## src/rtl/muldiv_unit_pkg.sv

```systemverilog
// Shared definitions for the RV32M multiply/divide unit: width, iteration count,
// M-extension funct3 encodings and the unit FSM state type.
package muldiv_unit_pkg;

   localparam int unsigned XLEN         = 32;
   localparam int unsigned MULDIV_ITERS = XLEN;

   localparam logic [2:0] F3_MUL    = 3'b000;
   localparam logic [2:0] F3_MULH   = 3'b001;
   localparam logic [2:0] F3_MULHSU = 3'b010;
   localparam logic [2:0] F3_MULHU  = 3'b011;
   localparam logic [2:0] F3_DIV    = 3'b100;
   localparam logic [2:0] F3_DIVU   = 3'b101;
   localparam logic [2:0] F3_REM    = 3'b110;
   localparam logic [2:0] F3_REMU   = 3'b111;

   typedef enum logic [1:0] {
      IDLE = 2'd0,
      CALC = 2'd1,
      FIX  = 2'd2,
      DONE = 2'd3
   } muldiv_state_t;

endpackage

```

## src/rtl/muldiv_unit_if.sv

```systemverilog
// Request/response bundle between the EX stage and the multiply/divide unit.
interface muldiv_unit_if;
   import muldiv_unit_pkg::*;

   logic            in_valid;
   logic            in_ready;
   logic [2:0]      funct3;
   logic [XLEN-1:0] rs1_data;
   logic [XLEN-1:0] rs2_data;
   logic            out_valid;
   logic            out_ready;
   logic [XLEN-1:0] result;

   modport master (
      output in_valid, funct3, rs1_data, rs2_data, out_ready,
      input  in_ready, out_valid, result
   );

   modport slave (
      input  in_valid, funct3, rs1_data, rs2_data, out_ready,
      output in_ready, out_valid, result
   );

endinterface

```

## src/rtl/muldiv_iter_core.sv

```systemverilog
// One-bit-per-cycle datapath: shift-add multiplier and restoring divider on unsigned
// magnitudes. After 32 steps acc holds the 64-bit product (multiply) or the remainder
// in acc[63:32] with the quotient in quo (divide). Stepped by muldiv_unit.
module muldiv_iter_core
   import muldiv_unit_pkg::*;
(
   input  logic              clk,
   input  logic              rst_n,
   input  logic              load,
   input  logic              step,
   input  logic              is_div,
   input  logic [XLEN-1:0]   a_mag,
   input  logic [XLEN-1:0]   b_mag,
   output logic [2*XLEN-1:0] acc,
   output logic [XLEN-1:0]   quo
);

   logic [2*XLEN-1:0] acc_q, acc_d;
   logic [XLEN-1:0]   quo_q, quo_d;
   logic [XLEN-1:0]   opb_q, opb_d;
   logic [XLEN:0]     add_sum;
   logic [XLEN:0]     trial;
   logic [2*XLEN-1:0] shl;

   // Next-state for accumulator, quotient and the held multiplicand/divisor.
   always_comb begin
      acc_d   = acc_q;
      quo_d   = quo_q;
      opb_d   = opb_q;
      add_sum = {1'b0, acc_q[2*XLEN-1:XLEN]} + (acc_q[0] ? {1'b0, opb_q} : '0);
      shl     = {acc_q[2*XLEN-2:0], 1'b0};
      // 33-bit trial: partial remainder doubled plus next dividend bit can exceed 32 bits.
      trial   = acc_q[2*XLEN-1:XLEN-1] - {1'b0, opb_q};
      if (load) begin
         acc_d = {{XLEN{1'b0}}, a_mag};
         quo_d = '0;
         opb_d = b_mag;
      end else if (step) begin
         if (is_div) begin
            if (!trial[XLEN]) begin
               acc_d = {trial[XLEN-1:0], shl[XLEN-1:0]};
               quo_d = {quo_q[XLEN-2:0], 1'b1};
            end else begin
               acc_d = shl;
               quo_d = {quo_q[XLEN-2:0], 1'b0};
            end
         end else begin
            acc_d = {add_sum, acc_q[XLEN-1:1]};
         end
      end
   end

   // Datapath registers with synchronous reset.
   always_ff @(posedge clk) begin
      if (!rst_n) begin
         acc_q <= '0;
         quo_q <= '0;
         opb_q <= '0;
      end else begin
         acc_q <= acc_d;
         quo_q <= quo_d;
         opb_q <= opb_d;
      end
   end

   assign acc = acc_q;
   assign quo = quo_q;

endmodule

```

## src/rtl/muldiv_unit.sv

```systemverilog
// Iterative RV32M multiply/divide unit: FSM, iteration counter, special-case detection,
// sign correction and valid/ready handshake. Optional build macro MULDIV_DSP_MUL_EN
// replaces the iterative multiply with a single registered 32x32 product.
module muldiv_unit
   import muldiv_unit_pkg::*;
(
   input  logic           clk,
   input  logic           rst_n,
   input  logic           flush,
   muldiv_unit_if.slave   bus
);

   muldiv_state_t     state_q, state_d;
   logic [4:0]        cnt_q, cnt_d;
   logic [XLEN-1:0]   result_q, result_d;
   logic [2:0]        f3_q, f3_d;
   logic              neg_q, neg_d;

   logic              accept;
   logic              in_is_div, in_is_rem;
   logic              a_sgn, b_sgn;
   logic [XLEN-1:0]   a_mag, b_mag;
   logic              div_by_zero, div_ovf;
   logic              core_load, core_step;
   logic [2*XLEN-1:0] core_acc;
   logic [XLEN-1:0]   core_quo;
   logic [2*XLEN-1:0] mul_raw, mul_fix;
   logic [XLEN-1:0]   quo_fix, rem_fix, fix_result;

   assign accept    = bus.in_valid && (state_q == IDLE) && !flush;
   assign in_is_div = bus.funct3[2];
   assign in_is_rem = bus.funct3[2] && bus.funct3[1];

   // Operand signedness by op; magnitudes feed the unsigned core.
   always_comb begin
      a_sgn = 1'b0;
      b_sgn = 1'b0;
      case (bus.funct3)
         F3_MULH, F3_DIV, F3_REM: begin
            a_sgn = bus.rs1_data[XLEN-1];
            b_sgn = bus.rs2_data[XLEN-1];
         end
         F3_MULHSU: a_sgn = bus.rs1_data[XLEN-1];
         default: ;
      endcase
      a_mag = a_sgn ? -bus.rs1_data : bus.rs1_data;
      b_mag = b_sgn ? -bus.rs2_data : bus.rs2_data;
   end

   assign div_by_zero = in_is_div && (bus.rs2_data == '0);
   assign div_ovf     = in_is_div && !bus.funct3[0] && (bus.rs1_data == 32'h8000_0000)
                        && (bus.rs2_data == '1);

   muldiv_iter_core u_core (
      .clk    (clk),
      .rst_n  (rst_n),
      .load   (core_load),
      .step   (core_step),
      .is_div (f3_q[2]),
      .a_mag  (a_mag),
      .b_mag  (b_mag),
      .acc    (core_acc),
      .quo    (core_quo)
   );

`ifdef MULDIV_DSP_MUL_EN
   logic [2*XLEN-1:0] dsp_q;

   // Single-cycle product captured at accept; divides ignore it.
   always_ff @(posedge clk) begin
      if (!rst_n) begin
         dsp_q <= '0;
      end else if (accept) begin
         dsp_q <= {{XLEN{1'b0}}, a_mag} * {{XLEN{1'b0}}, b_mag};
      end
   end

   assign mul_raw = dsp_q;
`else
   assign mul_raw = core_acc;
`endif

   // Sign correction and result selection used in FIX.
   always_comb begin
      mul_fix = neg_q ? -mul_raw : mul_raw;
      quo_fix = neg_q ? -core_quo : core_quo;
      rem_fix = neg_q ? -core_acc[2*XLEN-1:XLEN] : core_acc[2*XLEN-1:XLEN];
      case (f3_q)
         F3_MUL:                      fix_result = mul_fix[XLEN-1:0];
         F3_MULH, F3_MULHSU, F3_MULHU: fix_result = mul_fix[2*XLEN-1:XLEN];
         F3_DIV, F3_DIVU:             fix_result = quo_fix;
         default:                     fix_result = rem_fix;
      endcase
   end

   // FSM next-state, counter, latched op info and result register.
   always_comb begin
      state_d   = state_q;
      cnt_d     = cnt_q;
      result_d  = result_q;
      f3_d      = f3_q;
      neg_d     = neg_q;
      core_load = 1'b0;
      core_step = 1'b0;
      unique case (state_q)
         IDLE: begin
            if (accept) begin
               f3_d      = bus.funct3;
               // Remainder follows the dividend; quotient/product follow both signs.
               neg_d     = in_is_rem ? a_sgn : (a_sgn ^ b_sgn);
               cnt_d     = '0;
               core_load = 1'b1;
               if (div_by_zero) begin
                  result_d = in_is_rem ? bus.rs1_data : '1;
                  state_d  = DONE;
               end else if (div_ovf) begin
                  result_d = in_is_rem ? '0 : 32'h8000_0000;
                  state_d  = DONE;
               end
`ifdef MULDIV_DSP_MUL_EN
               else if (!in_is_div) begin
                  state_d = FIX;
               end
`endif
               else begin
                  state_d = CALC;
               end
            end
         end
         CALC: begin
            core_step = 1'b1;
            cnt_d     = cnt_q + 5'd1;
            if (cnt_q == 5'(MULDIV_ITERS - 1)) begin
               state_d = FIX;
            end
         end
         FIX: begin
            result_d = fix_result;
            state_d  = DONE;
         end
         DONE: begin
            if (bus.out_ready) begin
               state_d = IDLE;
            end
         end
         default: state_d = IDLE;
      endcase
      if (flush) begin
         state_d   = IDLE;
         cnt_d     = '0;
         result_d  = '0;
         core_load = 1'b0;
         core_step = 1'b0;
      end
   end

   // Control state registers with synchronous active-low reset.
   always_ff @(posedge clk) begin
      if (!rst_n) begin
         state_q  <= IDLE;
         cnt_q    <= '0;
         result_q <= '0;
         f3_q     <= '0;
         neg_q    <= 1'b0;
      end else begin
         state_q  <= state_d;
         cnt_q    <= cnt_d;
         result_q <= result_d;
         f3_q     <= f3_d;
         neg_q    <= neg_d;
      end
   end

   assign bus.in_ready  = (state_q == IDLE);
   assign bus.out_valid = (state_q == DONE);
   assign bus.result    = result_q;

endmodule

```

## src/flat_wrapper.sv

```systemverilog
// flat-port wrapper written by rule: the top's interface ports become plain ports
module muldiv_unit_flat import muldiv_unit_pkg::*;
  (clk, rst_n, flush, bus_in_valid, bus_funct3, bus_rs1_data, bus_rs2_data, bus_out_ready, bus_in_ready, bus_out_valid, bus_result);
  muldiv_unit_if bus_i ();
  input  logic clk;
  input  logic rst_n;
  input  logic flush;
  input wire logic [$bits(bus_i.in_valid)-1:0] bus_in_valid;
  input wire logic [$bits(bus_i.funct3)-1:0] bus_funct3;
  input wire logic [$bits(bus_i.rs1_data)-1:0] bus_rs1_data;
  input wire logic [$bits(bus_i.rs2_data)-1:0] bus_rs2_data;
  input wire logic [$bits(bus_i.out_ready)-1:0] bus_out_ready;
  output wire logic [$bits(bus_i.in_ready)-1:0] bus_in_ready;
  output wire logic [$bits(bus_i.out_valid)-1:0] bus_out_valid;
  output wire logic [$bits(bus_i.result)-1:0] bus_result;
  assign bus_i.in_valid = bus_in_valid;
  assign bus_i.funct3 = bus_funct3;
  assign bus_i.rs1_data = bus_rs1_data;
  assign bus_i.rs2_data = bus_rs2_data;
  assign bus_i.out_ready = bus_out_ready;
  assign bus_in_ready = bus_i.in_ready;
  assign bus_out_valid = bus_i.out_valid;
  assign bus_result = bus_i.result;
  muldiv_unit u_core (.clk(clk), .rst_n(rst_n), .flush(flush), .bus(bus_i));
endmodule
```

## config.mk

```make
export PLATFORM = sky130hd
export DESIGN_NAME = muldiv_unit_flat
export DESIGN_NICKNAME = d
export VERILOG_FILES = /design/src/rtl/muldiv_unit_pkg.sv /design/src/rtl/muldiv_unit_if.sv /design/src/rtl/muldiv_iter_core.sv /design/src/rtl/muldiv_unit.sv /design/src/flat_wrapper.sv
export SDC_FILE = /design/constraint.sdc
export NUM_CORES = 1
export LEC_CHECK = 0
export ABC_AREA = 1
export ABC_CLOCK_PERIOD_IN_PS = 6100
export BUFFER_PORTS_ARGS = -buffer_cell sky130_fd_sc_hd__buf_2
export CAP_MARGIN = 25
export CORE_UTILIZATION = 40
export CTS_BUF_LIST = sky130_fd_sc_hd__clkbuf_8
export DETAILED_ROUTE_END_ITERATION = 10
export SLEW_MARGIN = 5
export SYNTH_ARGS = -nofsm -noshare
export SYNTH_HDL_FRONTEND = slang
export SYNTH_SLANG_ARGS = --single-unit
export TNS_END_PERCENT = 1
```

## constraint.sdc

```tcl
create_clock -name clk -period 6.1 [get_ports clk]
set_input_delay 0.305 -clock clk [delete_from_list [all_inputs] [get_ports clk]]
set_output_delay 0.305 -clock clk [all_outputs]
set_load 0.02 [all_outputs]
```

; Yosys cells after proc, flatten, opt, wreduce, memory -nomap -nowiden
; Cells that the tools add are included.
[word_totals]
ff_bits = 171
input_bits = 72
[op_classes]
addsub = 8
eq_ne = 19
n_mux = 34
bitwise_logic = 2
reduce_logical = 26
[op_table]
columns = op, count
row1 = two-way mux 32 bit, 12
row2 = two-way mux 64 bit, 3
row3 = negation 32 bit, 4
row4 = case mux 32 bit (3 select lines), 1
row5 = == test 32 bit (second input constant), 2
row6 = negation 64 bit, 1
row7 = case mux 32 bit (2 select lines), 1
row8 = adder 32 x 32 -> 33 bit, 1
row9 = subtractor 33 x 32 -> 33 bit, 1
row10 = logical NOT 32 bit, 1
row11 = == test 3 bit (second input constant), 4
row12 = two-way mux 2 bit, 5
row13 = case mux 5 bit (2 select lines), 1
row14 = == test 3 x 2 -> 1 bit (second input constant), 3
row15 = two-way mux 1 bit, 9
row16 = case mux 2 bit (4 select lines), 1
row17 = logical AND 1 bit, 7
row18 = == test 3 x 1 -> 1 bit (second input constant), 2
row19 = AND reduction 2 bit, 3
row20 = AND reduction 3 bit, 2
row21 = nonzero test 2 bit, 3
row22 = OR reduction 2 bit, 3
row23 = OR reduction 3 bit, 2
row24 = adder 5 x 1 -> 5 bit (second input constant), 1
row25 = 13 further kinds, 16

; Longest topological paths before layout
; Gate-level depths: netlist of the first run.
[logic_depth]
depth_word = 8
mapped_depth = 19
ltp_nobuf = 19

; Hierarchy
; Synthesis of the first run repeated with hierarchy kept, for this count alone.
[hier_totals]
cells_unflattened = 3511
hier_area_um2 = 19324.8
[by_module_without_submodules]
columns = module, instances, cells_per_inst, area_per_inst_um2
row1 = muldiv_iter_core, 1, 1853, 10721.5
row2 = muldiv_unit, 1, 1658, 8603.3

; Least setup slack after synthesis of the first run
; OpenSTA, ideal clock, no wires.
[synth_timing]
path_type = reg-to-reg
start = reg u_core.u_core.acc_q[32] (netlist: u_core.u_core.acc[32])
end = reg u_core.u_core.acc_q[51] (netlist: u_core.u_core.acc[51])
setup_ns = 0.119
t_arrival_ns = 2.170
required_ns = 5.981
slack_ns = 3.811
stages_incl_launch_ff = 16
n_path_buf = 1
cell_sequence = dfxtp_1 > clkinv_1 > fa_1 > nor2_2 > o21ai_1 > nand2_2 > nand2_2 > nand2_4 > nand2_4 > nand2_2 > nand2_4 > nand2_8 > buf_2 > nand3_1 > nand3_1 > a21oi_1
[synth_via]
elab_chain_cells = 3
elab_cells_between_ends = 4
classes_between = add/sub: 2 / mux: 2
[synth_rtl]
columns = item, line
row1 = start: declaration, muldiv_iter_core.sv:18  ; logic [2*XLEN-1:0] acc_q, acc_d;
row2 = start signal: assignment, muldiv_iter_core.sv:56  ; acc_q <= '0;
row3 = start signal: assignment, muldiv_iter_core.sv:60  ; acc_q <= acc_d;
row4 = subtractor 33 x 32 -> 33 bit, muldiv_iter_core.sv:33  ; trial = acc_q[2*XLEN-1:XLEN-1] - {1'b0, opb_q};
row5 = two-way mux 64 bit, muldiv_iter_core.sv:40  ; if (!trial[XLEN]) begin
row6 = two-way mux 64 bit (*), muldiv_iter_core.sv:39  ; if (is_div) begin
; Every way passes the cells marked *; elsewhere a longest branch is shown, timed or not.
; A chain may end at the register's enable or synchronous reset.

; Worst setup path in the final report of the first run
[layout_timing]
start = reg u_core.f3_q[2]
end = reg u_core.result_q[13] (netlist: u_core.bus.result[13])
[layout_via]
elab_chain_cells = 4
elab_cells_between_ends = 10
classes_between = eq/ne: 5 / mux: 2 / reduce/logical: 3
[layout_rtl]
columns = item, line
row1 = start: declaration, muldiv_unit.sv:16  ; logic [2:0] f3_q, f3_d;
row2 = start signal: assignment, muldiv_unit.sv:163  ; f3_q <= '0;
row3 = start signal: assignment, muldiv_unit.sv:169  ; f3_q <= f3_d;
row4 = "== test 3 x 1 -> 1 bit, or another cell as far along", muldiv_unit.sv:88  ; case (f3_q)
row5 = OR reduction 3 bit / OR reduction 2 bit (equally long branches), muldiv_unit.sv:88
row6 = case mux 32 bit (3 select lines) (*), muldiv_unit.sv:88
row7 = case mux 32 bit (2 select lines) (*), muldiv_unit.sv:105  ; unique case (state_q)
row8 = end signal: assignment, muldiv_unit.sv:168  ; result_q <= result_d;
row9 = end: declaration, muldiv_unit.sv:15  ; logic [XLEN-1:0] result_q, result_d;
; Marked as above.

==> impl_results.md, run 1 <==
* Crit. End Element: flop
* Endpoints failing hold at 0
* DRC at 0
* Layout cells sized above 1 at 0.0692
* Antenna Diode Count at 0
* RSZ-0062 raised after global routing: no
* Insertion delay to the later sink of the worst-skew pair at 610 ps
* Setup CP Type: reg -> reg
* Critical-path top delay cell: clkinv_1
* Pwr Density at 177 mW/mm2
* Worst Path Max Fanout at 67
* Endpoints failing setup at 0
* Initial antenna violation count at 2
* VDD IR max at 0.162 mV
* Nets at 3562
* Placed inst area at 0.0194 mm2
* Tightest Hold Check Type: in -> reg
* Largest net degree at the start of global routing at 69
* Overflow after GRT at 0
* Leak pwr at 10.4 nW
* Clock slew at reported path FFs at 120 ps
* Max-slew violation count at 0
* Vias in the first global route at 20100
* Crit-path most repeated cell: nand2_1
* Final GP Congestion at 1.04
* H-tree depth at 4
* Post-DR wirelength/cell at 20.6 um
* CTS buffer count at 17
* Setup TNS at 0 ps
* Setup ws final at 2640 ps
* Post-route ant nets at 0
* Final worst clock skew at 27.6 ps
* Startpoint Class: flop
* Die X at 217 um
* Fin cells at 4025
* Critical-path cell list: inv_1, nand2_1, clkinv_1, nand3_1, nand2_1, nor2_1, o21ai_1, nand2_1, a21oi_1
* Area delta synth->final at 7.52%
* Synth Register Bits at 171
* WL final at 83.0 mm
* Worst-case hold slack at 38.0 ps
* IO Port Bufs at 105
* Tcrit/Tclk final at 0.568
* Initial core utilization at 0.407
* Synth warn at 0
* Mean Syn Cell Area at 5.47 um2
* Post-DP HPWL at 64.9 mm
* Sequential fraction of the synthesis area at 0.185
* Total of max-cap violations at 0
* Top post-synthesis cells by area: nand2_1, dfxtp_1, inv_1
* Sink Count at 171
* Worst-margin pin slew at 1040 ps
* TritonCTS clock tree: yes
* Synth cell types at 51
* Final critical-path required period at 3460 ps
* Max Freq at 0.289 GHz
* Crit-path max cell delay at 830 ps
* Placed instance count at 3990
* Final instance area at 0.0199 mm2
* Power consumption at 3.53 mW
* Top-area cell type share of the netlist area at 0.189
* Pre-antenna DRT Iters at 6
* First-pass GRT wire length at 122 mm
* Synth Cell Area at 0.0185 mm2
* Crit path DAT at 3970 ps
* Outcome: finished clean
* Synth Instances at 3384
* DR vias at 22400
* # IOs at 106
* Worst EP required at 6600 ps
* Via/cell ratio at 5.57
* Pre-CTS WS at 2860 ps
* Starting DRT DRC Count at 2204
* Final core occ at 0.438
* Dominant cell type by area after synthesis: nand2_1
* CTS resizes at 0
* Syn nets at 3534
* Clk root buf: clkbuf_8
* CTS Buffer Depth at 2
* Cell row count at 78
* Die Y at 217 um
* GRT Total Usage at 0.348
* Die Area at 0.0471 mm2
* Core ar. at 0.0455 mm2
* Relative slew slack at 0.297
what timing repair did:
| item | CTS | global route |
|---|---|---|
| buffers inserted | 0 | 0 |
| endpoints found under the setup margin | 0 | 0 |
| endpoints found under the hold margin | 2 | 0 |
| hold buffers | 2 | 0 |
layout make-up:
class                   instances  area [um2]
fillers                      5253       25600
well taps                     600         751
clock inverters                14         196
flip-flops and latches        171        3430
clock buffers                  18         248
multi-input cells            2641       12900
inverters                     456        1710
repair buffers                125         701
routing by layer:
metal / global-route usage / routed length [um]
met1: 0.424 / 33500
met2: 0.553 / 36900
met3: 0.0579 / 6160
met4: 0.255 / 6530
met5: 0 / 11
cell usage after synthesis (all sizes together):
cell and n:
nand2 944, inv 451, nor2 444, o21ai 327
nand3 305, a21oi 302, dfxtp 171, clkbuf 79
ha 76, xor2 66, nand4 41, buf 37
nor3 35, o22ai 21, xnor2 10, a21o 9
nand3b 8, o21bai 8, or2 8, o211ai 6
a221oi 5, a31oi 5, clkinv 5, nor4 5
o31ai 5, o21a 3, a21boi 2, fa 2
a22oi 1, a2bb2oi 1, nor3b 1, o221ai 1
cell usage in the layout, fill, tap and decap left out, drive strengths merged, types with 2 or more instances in the layout:
| cell type | instances |
|---|---|
| nand2 | 944 |
| inv | 454 |
| nor2 | 444 |
| o21ai | 327 |
| nand3 | 305 |
| a21oi | 302 |
| dfxtp | 171 |
| buf | 123 |
| ha | 76 |
| xor2 | 66 |
| nand4 | 41 |
| nor3 | 35 |
| o22ai | 21 |
| clkbuf | 18 |
| clkinv | 11 |
| xnor2 | 10 |
| a21o | 9 |
| nand3b | 8 |
| o21bai | 8 |
| or2 | 8 |
| o211ai | 6 |
| o31ai | 5 |
| a31oi | 5 |
| nor4 | 5 |
| a221oi | 5 |
| bufinv | 4 |
| o21a | 3 |
| a21boi | 2 |
| fa | 2 |
| dlygate4sd3 | 2 |
final timing paths:
kind	from	to	slack, ps	depth (start not counted)
max	u_core.f3_q[2]	u_core.bus.result[13]	2640	9
min	bus_rs1_data[2]	u_core.u_core.acc[2]	40	3
max reg2reg	u_core.f3_q[2]	u_core.bus.result[13]	2640	9
min reg2reg	u_core.cnt_q[4]	u_core.cnt_q[4]	490	2
sequential cells by signal, indices dropped and copies added (netlist names):
register             cells
u_core.u_core.acc       64
u_core.bus.result       32
u_core.u_core.opb_q     32
u_core.u_core.quo       32
u_core.cnt_q             5
u_core.f3_q              3
u_core.state_q           2
u_core.neg_q             1
report_power, final:
part | internal, mW | total (mW) | switching, mW
Sequential | 1.16 | 1.24 | 0.0793
Combinational | 0.376 | 1.30 | 0.929
Clock | 0.459 | 0.991 | 0.532
logic make-up (layout without fill, tap and decap cells):
logic type | after synthesis | in the layout | share of synthesized area
AND/OR/NAND/NOR | 1791 | 1791 | 0.407
AO/OA/AOI/OAI | 696 | 696 | 0.197
buffers and inverters | 572 | 613 | 0.122
flip-flops | 171 | 171 | 0.185
adder cells (fa/ha/maj) | 78 | 78 | 0.0535
XOR/XNOR | 76 | 76 | 0.0360
worst max-delay path: cells and delay by family (launching register included):
family	cells	cell delay, ps
compound gates	2	140
buf+inv	2	1370
flops	1	800
simple gates	5	1020
Power figures use the tool's default switching activity.
==> run 2: changes to the inputs <==
- ABC_AREA: 1 -> 0
- ABC_CLOCK_PERIOD_IN_PS: 6100 -> 3500
- clock period: 6.1 -> 3.5 ns (I/O delays scaled with it)
==> impl_results.md, run 2 <==
* Clock share of power at 0.265
* Total of max-cap violations at 0
* VDD IR max at 0.360 mV
* DRC at 0
* Cell row count at 73
* Most common cell after layout, fill and taps aside: nand2_1
* Area delta synth->final at 13.4%
* Final GP Congestion at 1.02
* Core ar. at 0.0401 mm2
* RSZ-0062 raised after global routing: no
* Max reg flops at 64
* Via/cell ratio at 6.24
* Clock slew at reported path FFs at 120 ps
* R2R Path Start: u_core.u_core.acc[31]
* Startpoint Class: flop
* Die X at 204 um
* Critical-path top delay cell: fa_1
* Post-synth EDFFs at 0
* Final core occ at 0.463
* Logic gate share of total power at 0.354
* Pwr Density at 294 mW/mm2
* Sink Count at 171
* Post-synth top cells: nand2_1, nor2_1, o21ai_0
* Antenna Diode Count at 0
* Layout cells sized above 1 at 0.135
* Cells on worst reg2reg path at 14
* Fillers at 4099
* Async SR Flop Fraction at 0
* First-pass GRT wire length at 104 mm
* Most frequent cells in the layout: nand2_1, nor2_1, o21ai_0
* Top-area cell type share of the netlist area at 0.209
* Max-slew violation count at 0
* # IOs at 106
* Hold_sp: bus_rs2_data[15]
* TritonCTS clock tree: yes
* Tightest Hold Check Type: in -> reg
* Critical-path cell list: inv_1, ha_1, fa_1, nor2b_1, o31a_1, o21ai_0, and3_1, o21ai_0, a21oi_2, buf_4, nor2_1, buf_4, mux2i_1, a21oi_1
* Outcome: finished clean
* Post-DP HPWL at 51.9 mm
* Primary FF master, synth: dfxtp_1
* Crit path DAT at 3810 ps
* IO Port Bufs at 105
* Fin cells at 2912
* Final worst clock skew at 29.6 ps
* Leak pwr at 7.44 nW
* Endpoints failing setup at 0
* WL final at 67.4 mm
* Worst-margin pin slew at 1280 ps
* Pre-antenna DRT Iters at 6
* Synth cell types at 85
* Die Area at 0.0418 mm2
* Clk root buf: clkbuf_8
* Top post-synthesis cells by area: dfxtp_1, xnor2_1, o21ai_0
* Relative slew slack at 0.146
* Post-route ant nets at 0
* Initial core utilization at 0.408
* Insertion delay to the later sink of the worst-skew pair at 550 ps
* Die Y at 204 um
* Synth Cell Area at 0.0164 mm2
* Nets at 2524
* Synth Instances at 2268
* Tcrit/Tclk final at 0.967
* Largest net degree at the start of global routing at 61
* Vias in the first global route at 17100
* Switching share of power at 0.405
* Setup CP Type: reg -> reg
* Synth warn at 0
* Placed instance count at 2852
* Dominant cell type by area after synthesis: dfxtp_1
* Starting DRT DRC Count at 1939
* Post-DR wirelength/cell at 23.2 um
* Endpoints failing hold at 0
* Count leader, synth: nand2_1
* Overflow after GRT at 0
* CTS Buffer Depth at 2
* Reg-to-reg critical path endpoint: u_core.u_core.acc[44]
* Sequential Power Share at 0.380
* Syn nets at 2418
* Final critical-path required period at 3380 ps
* DR vias at 18200
* Mean Syn Cell Area at 7.22 um2
* Crit. End Element: flop
* Crit-path max cell delay at 440 ps
* H-tree depth at 4
* GRT Total Usage at 0.325
* R2R Setup Slk at 120 ps
* Max Freq at 0.296 GHz
* CTS buffer count at 17
* Worst Hold End: u_core.u_core.opb_q[15]
* Synth Register Bits at 171
* Worst Path Max Fanout at 24
* Hold Path Cell Cnt at 3
* Worst EP required at 3930 ps
* NetSw at 2.21 mW
* Initial antenna violation count at 0
* Sequential fraction of the synthesis area at 0.209
* Pint at 3.25 mW
[run 2: cell types whose count changed after synthesis, sizes merged, moves of 71 or more]
cell | before | now
nand2 | 944 | 223
nor2 | 444 | 211
xnor2 | 10 | 126
inv | 451 | 78
o21ai | 327 | 194
clkbuf | 79 | 150
a21oi | 302 | 162
nand3 | 305 | 40
[run 2: through the flow]
stage	worst slack [ps]	hold slack, ps	cell area, um2	setup TNS [ps]	total power, mW
2_1_floorplan	268	301	16400	0	3.31
3_3_place_gp	-21.7	436	17900	-46.9	3.96
3_5_place_dp	-54.9	429	17900	-109	3.97
4_1_cts	23.8	0.386	18500	0	5.43
5_1_grt	9.98	16.0	18600	0	5.71
6_report	116	26.6	18600	0	5.46
[run 2: how the worst max path moves through the flow]
stage	from	end	slack, ps
6_report	u_core.u_core.acc[31]	u_core.u_core.acc[44]	120
5_1_grt	u_core.u_core.acc[31]	u_core.u_core.acc[49]	10
4_1_cts	u_core.u_core.opb_q[1]	u_core.u_core.acc[63]	20
3_5_place_dp	bus_rs1_data[16]	u_core.bus.result[20]	-50
3_3_place_gp	bus_rs1_data[16]	u_core.bus.result[20]	-20
2_1_floorplan	u_core.u_core.acc[32]	u_core.u_core.acc[45]	270
[run 2: timing repair]
| item | 4_1_cts | 5_1_grt |
|---|---|---|
| buffers inserted | 0 | 0 |
| setup endpoints to repair | 1 | 12 |
| hold endpoints to repair | 28 | 0 |
| hold buffers | 28 | 0 |
| resized for setup | 1 | 9 |
| gates cloned | 0 | 0 |
[run 2: cell families (layout without fill, tap and decap cells)]
logic type,count (synthesis),after routing,synth area share
flip-flops,171,171,0.209
multiplexers,50,50,0.0323
buffers and inverters,256,375,0.0608
XOR/XNOR,220,220,0.118
adder cells (fa/ha/maj),78,78,0.0605
AND/OR/NAND/NOR,738,738,0.216
AO/OA/AOI/OAI,755,755,0.304
[run 2: power by group through the flow]
stage / Sequential [mW] / Clock [mW] / Combinational [mW]
finish: 2.08 / 1.45 / 1.93
global route: 2.08 / 1.55 / 2.08
CTS: 2.07 / 1.47 / 1.89
detailed placement: 2.12 / 0 / 1.85
global placement: 2.12 / 0 / 1.84
floorplan: 2.09 / 0 / 1.22
[run 2: layout make-up]
type / count / area (um2) / area share
tap: 525 / 657 / 0.0354
clock buffer: 17 / 234 / 0.0126
multi-input combinational: 1841 / 12000 / 0.647
inverter: 79 / 297 / 0.0160
clock inverter: 15 / 126 / 0.00681
sequential: 171 / 3430 / 0.185
timing repair buffer: 264 / 1820 / 0.0979
[run 2: routing by layer]
metal | track usage | vias to the layer above | routed length [um]
met5 | 0 | - | 0
met4 | 0.174 | 0 | 3420
met3 | 0.0451 | 156 | 4850
met2 | 0.513 | 839 | 30200
met1 | 0.428 | 8642 | 29000
li1 | - | 8534 | -
[run 2: critical path: cells and delay by family, from the launching register on]
family / cells / cell delay [ps]
AND/OR/NAND/NOR: 3 / 590
buffers and inverters: 3 / 540
flip-flops: 1 / 370
AO/OA/AOI/OAI: 5 / 860
adder cells (fa/ha/maj): 2 / 650
multiplexers: 1 / 280
==> run 3: changes to the inputs <==
- CORE_ASPECT_RATIO: default -> 0.5
==> impl_results.md, run 3 (synthesis gave the netlist of run 2 again) <==
* Endpoints failing setup at 0
* Tcrit/Tclk final at 0.982
* VDD IR max at 0.263 mV
* Die Area at 0.0418 mm2
* Reg-to-reg critical path endpoint: u_core.bus.result[29]
* Clock slew at reported path FFs at 100 ps
* Cell row count at 51
* Placed instance count at 2872
* Pre-antenna DRT Iters at 9
* Post-DR wirelength/cell at 22.9 um
* Max-slew violation count at 0
* Worst Path Max Fanout at 6
* Hold_sp: bus_rs2_data[30]
* Startpoint Class: flop
* Postcts setup bufs at 0
* Pwr Density at 298 mW/mm2
* Most common cell after layout, fill and taps aside: nand2_1
* IO Port Bufs at 105
* Crit path DAT at 3920 ps
* Core ar. at 0.0396 mm2
* Area occupied by multi-input gates at 0.0120 mm2
* Logic gate share of total power at 0.351
* Worst Hold End: u_core.u_core.opb_q[30]
* Critical-path cell list: or4_1, nor4_4, nand4_1, buf_4, o41ai_2, xnor2_1, a211oi_1, buf_4, o211ai_1, o211a_1
* Vias in the first global route at 16500
* H-tree depth at 4
* Critical-path top delay cell: or4_1
* CTS Buffer Depth at 2
* Layout cells sized above 1 at 0.141
* Worst-margin pin slew at 1020 ps
* Switching share of power at 0.391
* Post-DP HPWL at 52.0 mm
* R2R Path Start: u_core.u_core.acc[8]
* Endpoints failing hold at 0
* Overflow after GRT at 0
* Post-route ant nets at 0
* Die Y at 145 um
* Antenna Diode Count at 0
* First-pass GRT wire length at 100 mm
* CTS buffer count at 17
* Crit-path max cell delay at 600 ps
* Tightest Hold Check Type: in -> reg
* Sequential Power Share at 0.369
* Relative slew slack at 0.321
* Outcome: finished, violations left
* Die X at 288 um
* Final GP Congestion at 1.01
* Critical path origin: u_core.u_core.acc[8]
* NetSw at 2.19 mW
* Setup TNS at 0 ps
* GRT Total Usage at 0.314
* DRC at 6
* Nets at 2542
* Area delta synth->final at 14.8%
* Initial antenna violation count at 0
* Clk root buf: clkbuf_8
* DR vias at 18100
* Sink Count at 171
* Pint at 3.42 mW
* # IOs at 106
* Fin cells at 2935
* Largest net degree at the start of global routing at 76
* Max reg flops at 64
* Via/cell ratio at 6.18
* Total of max-cap violations at 0
* Power consumption at 5.61 mW
* R2R Setup Slk at 60 ps
* Setup ws final at 63.1 ps
* Initial core utilization at 0.413
* Pre-CTS WS at -104 ps
* Insertion delay to the later sink of the worst-skew pair at 540 ps
* Hold Path Cell Cnt at 3
* Storage cell area at 0.00343 mm2
* WL final at 67.2 mm
* RSZ-0062 raised after global routing: yes
* TritonCTS clock tree: yes
* Most frequent cells in the layout: nand2_1, nor2_1, o21ai_0
* Setup CP Type: reg -> reg
* Final critical-path required period at 3440 ps
* Starting DRT DRC Count at 2255
* Failing checks: design-rule violations
* Crit. End Element: flop
* Max Freq at 0.291 GHz
* Fillers at 4083
* Final worst clock skew at 23.9 ps
* Leak pwr at 7.56 nW
* Clock share of power at 0.280
* Worst EP required at 3980 ps
* Cells on worst reg2reg path at 10
* Crit-path most repeated cell: buf_4
-- run 3: cell types whose count changed in the layout (fill, tap and decap cells not counted), moves of 2 or more --
cell,previous run,this run
o21ai_1,2,4
buf_12,2,4
inv_6,7,5
o21ai_0,192,190
buf_4,128,142
dlygate4sd3_1,28,31
bufinv_16,0,2
-- run 3: worst max-delay path by stage --
stage	end	slack, ps	cells after the start
after floorplan	u_core.u_core.acc[45]	270	15
after CTS	u_core.u_core.acc[63]	40	11
after detailed placement	u_core.bus.result[29]	-100	11
after global routing	u_core.bus.result[29]	-130	10
final	u_core.bus.result[29]	60	10
after global placement	u_core.bus.result[29]	-130	11
-- run 3: power groups by stage --
stage          Combinational [mW]  Sequential, mW  Clock (mW)
2_1_floorplan                1.22            2.09           0
3_3_place_gp                 1.87            2.11           0
3_5_place_dp                 1.87            2.11           0
4_1_cts                      1.90            2.07        1.59
5_1_grt                      2.11            2.08        1.67
6_report                     1.97            2.07        1.57
-- run 3: final cells by class --
cell class	count	area share
Multi-Input combinational cell	1841	0.640
Clock inverter	14	0.00825
Clock buffer	18	0.0132
Tap cell	530	0.0353
Timing Repair Buffer	282	0.105
Inverter	79	0.0158
Sequential cell	171	0.182
-- run 3: through the flow --
| step | area [um2] | hold WS, ps | utilization |
|---|---|---|---|
| 3_3_place_gp | 18000 | 439 | 0.455 |
| 2_1_floorplan | 16400 | 301 | - |
| 3_5_place_dp | 18000 | 445 | 0.455 |
| 4_1_cts | 18800 | 0.962 | 0.473 |
| 6_report | 18800 | 10.2 | 0.474 |
| 5_1_grt | 18800 | 21.9 | 0.474 |
-- run 3: routing by layer --
layer / track usage / vias to the layer above / wire, um
met2: 0.444 / 895 / 27300
met3: 0.0909 / 101 / 7350
met5: 0 / - / 0
li1: - / 8549 / -
met4: 0.0905 / 0 / 1590
met1: 0.454 / 8583 / 31000
-- run 3: critical path, delay by kind of cell, from the launching register on --
kind	cells	cell delay [ps]
AND/OR/NAND/NOR	3	1340
buffers and inverters	2	430
flip-flops	1	320
XOR/XNOR	1	200
AO/OA/AOI/OAI	4	1090
-- run 3: repair_timing --
action	in CTS	in global routing
hold buffers	31	0
setup endpoints to repair	0	24
resized for setup	0	14
hold endpoints to repair	31	0
